[config.mk]
export PLATFORM = sky130hd
export DESIGN_NAME = request_conditioner
export DESIGN_NICKNAME = d
export VERILOG_FILES = /design/src/rtl/traffic_pkg.sv /design/src/rtl/request_channel.sv /design/src/rtl/request_conditioner.sv
export SDC_FILE = /design/constraint.sdc
export NUM_CORES = 1
export LEC_CHECK = 0
export BUFFER_PORTS_ARGS = -buffer_cell sky130_fd_sc_hd__buf_2
export CAP_MARGIN = 30
export CORE_MARGIN = 3
export CORE_UTILIZATION = 35
export DETAILED_ROUTE_END_ITERATION = 10
export GPL_TIMING_DRIVEN = 0
export SYNTH_ARGS = -nofsm -noshare
export SYNTH_HDL_FRONTEND = slang
export SYNTH_HIERARCHICAL = 1
export SYNTH_SLANG_ARGS = --single-unit
[constraint.sdc]
create_clock -name clock -period 4.4 [get_ports clock]
set_input_delay 0.66 -clock clock [delete_from_list [all_inputs] [get_ports clock]]
set_output_delay 0.66 -clock clock [all_outputs]
set_load 0.1 [all_outputs]
[src/rtl/traffic_pkg.sv]
// traffic_pkg: shared types and default parameters for the request front end.
// Defines channel FSM states, sense modes and parameter defaults.
package traffic_pkg;

   typedef enum logic [1:0] {
      IDLE    = 2'd0,
      PENDING = 2'd1,
      SERVING = 2'd2
   } chan_state_t;

   typedef enum logic {
      EDGE  = 1'b0,
      LEVEL = 1'b1
   } sense_t;

   localparam int DEF_SYNC_STAGES     = 2;
   localparam int DEF_DEBOUNCE_CYCLES = 8;
   localparam int DEF_WAIT_W          = 16;
   localparam int DEF_MAX_WAIT        = 1000;

endpackage

[src/rtl/request_channel.sv]
// request_channel: sync, debounce, trigger, request FSM and wait counter.
// Ports: clock, reset (async low), raw_i, green_i -> req_o, urgent_o, wait_o.
module request_channel
   import traffic_pkg::*;
#(
   parameter sense_t SENSE           = EDGE,
   parameter int     SYNC_STAGES     = DEF_SYNC_STAGES,
   parameter int     DEBOUNCE_CYCLES = DEF_DEBOUNCE_CYCLES,
   parameter int     WAIT_W          = DEF_WAIT_W,
   parameter int     MAX_WAIT        = DEF_MAX_WAIT
) (
   input  logic              clock,
   input  logic              reset,
   input  logic              raw_i,
   input  logic              green_i,
   output logic              req_o,
   output logic              urgent_o,
   output logic [WAIT_W-1:0] wait_o
);

   localparam int DB_W = $clog2(DEBOUNCE_CYCLES + 1);
   localparam logic [DB_W-1:0] DB_LAST = DB_W'(DEBOUNCE_CYCLES - 1);
   localparam logic [WAIT_W-1:0] MAX_W = WAIT_W'(MAX_WAIT);
   localparam logic EDGE_MODE = (SENSE == EDGE);

   logic [SYNC_STAGES-1:0] sync_q, sync_d;
   logic                   c_q, c_d;
   logic                   cp_q;
   logic [DB_W-1:0]        db_q, db_d;
   chan_state_t            state_q, state_d;
   logic                   rearm_q, rearm_d;
   logic [WAIT_W-1:0]      wait_q, wait_d;
   logic                   req_q, req_d;
   logic                   urg_q, urg_d;
   logic                   s;
   logic                   trig;

   assign s      = sync_q[SYNC_STAGES-1];
   assign sync_d = {sync_q[SYNC_STAGES-2:0], raw_i};
   // cp_q holds last cycle's clean level so a rising edge is visible for one cycle
   assign trig   = EDGE_MODE ? (c_q & ~cp_q) : c_q;

   always_comb begin
      db_d = '0;
      c_d  = c_q;
      if (s != c_q) begin
         if (db_q == DB_LAST) begin
            c_d = ~c_q;
         end else begin
            db_d = db_q + 1'b1;
         end
      end
   end

   // Level-sensed channels decide re-request from c at green fall,
   // so rearm only records edge events.
   always_comb begin
      state_d = state_q;
      rearm_d = rearm_q;
      unique case (state_q)
         IDLE: begin
            if (green_i) begin
               state_d = SERVING;
               rearm_d = EDGE_MODE & trig;
            end else if (trig) begin
               state_d = PENDING;
            end
         end
         PENDING: begin
            if (green_i) begin
               state_d = SERVING;
               rearm_d = 1'b0;
            end
         end
         SERVING: begin
            if (!green_i) begin
               state_d = (rearm_q | trig) ? PENDING : IDLE;
               rearm_d = 1'b0;
            end else if (EDGE_MODE & trig) begin
               rearm_d = 1'b1;
            end
         end
         default: begin
            state_d = IDLE;
            rearm_d = 1'b0;
         end
      endcase
   end

   always_comb begin
      wait_d = '0;
      if (state_d == PENDING && state_q == PENDING) begin
         wait_d = (&wait_q) ? wait_q : wait_q + 1'b1;
      end
      req_d = (state_d == PENDING);
      urg_d = (state_d == PENDING) && (wait_d >= MAX_W);
   end

   always_ff @(posedge clock or negedge reset) begin
      if (!reset) begin
         sync_q  <= '0;
         c_q     <= 1'b0;
         cp_q    <= 1'b0;
         db_q    <= '0;
         state_q <= IDLE;
         rearm_q <= 1'b0;
         wait_q  <= '0;
         req_q   <= 1'b0;
         urg_q   <= 1'b0;
      end else begin
         sync_q  <= sync_d;
         c_q     <= c_d;
         cp_q    <= c_q;
         db_q    <= db_d;
         state_q <= state_d;
         rearm_q <= rearm_d;
         wait_q  <= wait_d;
         req_q   <= req_d;
         urg_q   <= urg_d;
      end
   end

   assign req_o    = req_q;
   assign urgent_o = urg_q;
   assign wait_o   = wait_q;

endmodule

[src/rtl/request_conditioner.sv]
// request_conditioner: conditions raw pedestrian/turn inputs into requests.
// Ports: raw inputs + green feedback in; requests, urgent flags, waits out.
module request_conditioner
   import traffic_pkg::*;
#(
   parameter int SYNC_STAGES     = DEF_SYNC_STAGES,
   parameter int DEBOUNCE_CYCLES = DEF_DEBOUNCE_CYCLES,
   parameter int WAIT_W          = DEF_WAIT_W,
   parameter int MAX_WAIT        = DEF_MAX_WAIT
) (
   input  logic              clock,
   input  logic              reset,
   input  logic              pedestrian_button_raw,
   input  logic              turn_sensor_raw,
   input  logic              pedestrian_green,
   input  logic              turn_green,
   output logic              pedestrian_button,
   output logic              turn_sensor,
   output logic              pedestrian_urgent,
   output logic              turn_urgent,
   output logic [WAIT_W-1:0] pedestrian_wait,
   output logic [WAIT_W-1:0] turn_wait
);

   request_channel #(
      .SENSE           (EDGE),
      .SYNC_STAGES     (SYNC_STAGES),
      .DEBOUNCE_CYCLES (DEBOUNCE_CYCLES),
      .WAIT_W          (WAIT_W),
      .MAX_WAIT        (MAX_WAIT)
   ) u_ped (
      .clock    (clock),
      .reset    (reset),
      .raw_i    (pedestrian_button_raw),
      .green_i  (pedestrian_green),
      .req_o    (pedestrian_button),
      .urgent_o (pedestrian_urgent),
      .wait_o   (pedestrian_wait)
   );

   request_channel #(
      .SENSE           (LEVEL),
      .SYNC_STAGES     (SYNC_STAGES),
      .DEBOUNCE_CYCLES (DEBOUNCE_CYCLES),
      .WAIT_W          (WAIT_W),
      .MAX_WAIT        (MAX_WAIT)
   ) u_turn (
      .clock    (clock),
      .reset    (reset),
      .raw_i    (turn_sensor_raw),
      .green_i  (turn_green),
      .req_o    (turn_sensor),
      .urgent_o (turn_urgent),
      .wait_o   (turn_wait)
   );

endmodule

==> run metrics <==
Post-DP HPWL=4650 µm; Post-CTS Setup Repair Bufs=0; CP Class=flip-flop to flip-flop; first-pass GRT wire length=10400 µm; ANT nets after route=0; main flop type after synthesis=dfrtp_1; sequential share of the synthesized area=48.2%; PostCTS Resize Cnt=0; Post-Syn Instances=292; post-synthesis area per instance=9.95 µm²; Area Overhead vs Synth=15.4%; Inserted Diodes=0; Cell variety after synth=57; r2r endpoint=u_ped/urgent_o; Worst-Skew Late Latency=310 ps; final setup skew=7.80 ps; utilization after layout=42.5%; Synth Cell Area=2910 µm²; routed wl met3=351 µm; area leader, netlist=dfrtp_1; Tmin final=2340 ps; Root Driver=clkbuf_8; CTS tree=yes; fin crit share=53.2%; Reg clk slew, reported paths=110 ps; antenna violations before repair=0; pin count of the biggest net entering global routing=32; Fin. Hold Viols=0; FF-to-FF setup slack=2060 ps; DR pass1 iterations=5; final slew viol count=0; required time worst endpoint=4600 ps; unrepaired setup endpoints after global routing=false; maximum clock rate=428 MHz; grt ovf=0; Reg-to-Reg Start=u_ped/wait_o[0]; Yosys reg bits=56; count leader, synth=dfrtp_1; DIE HEIGHT=97.1 µm; number of global-route vias before repair=2242; CP max FO=8; WL/cell=14.2 µm; Top Layer Used=met4; Hold Buf Count CTS=0; R2R depth=7; number of buffers created by CTS=5; Die W=97.1 µm; final wirelength=6300 µm; setup TNS=0 ps; Starting Density=36.8%; CTS sink cnt=56; Die ar.=9430 µm²; drt drc=0; top post-synthesis cells by count=dfrtp_1 (56), nor2_1 (42), nand2_1 (19), nand3_1 (19), a21oi_1 (16); Peak VDD IR=0.000115 V; Via density=5.32; layout cells sized above 1=21.6%; max-cap viol count=0; slew at the pin closest to its max-slew limit=613 ps; metal2 WL=2960 µm; Tightest Hold Check Type=primary input to async pin; Clock Path Buffers=2; Post-synth ARST share=100%; status=finished, final reports clean; total track usage=13.2%; pwr dens=323 nW/µm²; Iter 0 DRT Violations=135; final setup violation count=0; Post-synth EDFFs=0; Rel. slew slack=59.1%; Port Buf Inserts=41; CP Capture Type=flip-flop; CP arrival=2540 ps; total number of vias=2362; final net count=351; Pleak=1.49 nW; row count=32; startpoint types=flip-flop; Yosys top cell area share=48.2%; top post-synthesis cells by area=dfrtp_1 (48%), nor2_1 (5.4%), nand3_1 (3.3%); Clock H-tree levels=2; GPL Wtd Cong=0.834; synth warn=6; CORE AREA=7890 µm²; Post-Syn Nets=302; Met1 Wirelength=2950 µm; IO Pins=42
-- worst max-delay path by stage --
| stage | from | to | slack [ps] | cells past startpoint |
|---|---|---|---|---|
| floorplan | u_ped/wait_o[0] | u_ped/urgent_o | 1670 | 7 |
| global placement | u_ped/wait_o[0] | u_ped/urgent_o | 2070 | 7 |
| detailed placement | u_ped/wait_o[0] | u_ped/urgent_o | 2090 | 7 |
| CTS | u_ped/wait_o[0] | u_ped/urgent_o | 2060 | 7 |
| global route | u_ped/wait_o[0] | u_ped/urgent_o | 1930 | 7 |
| finish | u_ped/wait_o[0] | u_ped/urgent_o | 2060 | 7 |
-- stage by stage --
stage / hold WS (ps) / instances / power (mW) / cell area (µm²) / setup slack (ps)
3_3_place_gp: 336 / 435 / 0.799 / 3240 / 2070
3_5_place_dp: 335 / 436 / 0.807 / 3260 / 2090
6_report: 347 / 444 / 1.08 / 3350 / 2060
2_1_floorplan: 331 / 292 / 0.756 / 2910 / 1670
5_1_grt: 361 / 444 / 1.15 / 3350 / 1930
4_1_cts: 359 / 444 / 1.11 / 3350 / 2060
-- kinds of logic after synthesis --
logic type	after synthesis	synth area share, %
AOI/OAI and AO/OA	46	11.0
xor gates and xnor gates	17	5.12
adders and majority gates	4	1.72
buffers and inverters	14	2.37
DFF	56	48.2
muxes	10	3.53
and+or+nand+nor	145	28.0
-- power breakdown --
part | internal (mW) | switching, mW | leakage (nW)
clock network | 0.116 | 0.172 | 0.0452
logic | 0.0622 | 0.127 | 0.681
registers | 0.568 | 0.0366 | 0.762
-- per-layer routing --
| metal | up-vias | track usage (%) |
|---|---|---|
| li1 | 1158 | - |
| met1 | 1135 | 17.4 |
| met2 | 62 | 20.5 |
| met3 | 7 | 4.02 |
| met4 | 0 | 4.64 |
| met5 | - | 0 |
-- worst max-delay path, cell delays in order (launching register included) --
cell     delay, ps
dfrtp_1        440
ha_1           310
nand4_4        200
nor4_4         560
nor3_2         150
o21ai_1        160
a32oi_1        100
o32ai_1        320
-- placed cells by master (no fill, tap or decap), types with 4 or more instances in the layout --
master	instances
a21oi_1	16
and2_1	4
and3_1	4
buf_2	45
clkbuf_1	5
clkbuf_8	5
dfrtp_1	56
ha_1	4
mux2i_1	8
nand2_1	19
nand2b_1	6
nand3_1	19
nand4_1	9
nor2_1	42
nor3_1	9
nor4_1	6
o21ai_0	6
xnor2_1	10
xor2_1	7
-- sequential cells by signal, summed over array words and instances (netlist names), 2 cells and up --
| signal | count |
|---|---|
| u_turn/db_q | 4 |
| u_ped/db_q | 4 |
| u_turn/wait_o | 16 |
| u_ped/wait_o | 16 |
| u_ped/sync_q | 2 |
| u_turn/sync_q | 2 |
| u_ped/state_q | 2 |
| u_turn/state_q | 2 |
-- cell type report --
cell class | instances | area (µm²)
buffer | 11 | 57.6
inverter | 3 | 11.3
sequential | 56 | 1400
tap | 102 | 128
clock buffer | 5 | 68.8
clock inverter | 3 | 25.0
timing repair buffer | 42 | 225
fill | 769 | 4540
multi-input combinational | 222 | 1440
Note: power is estimated with default switching activity, not from simulation.
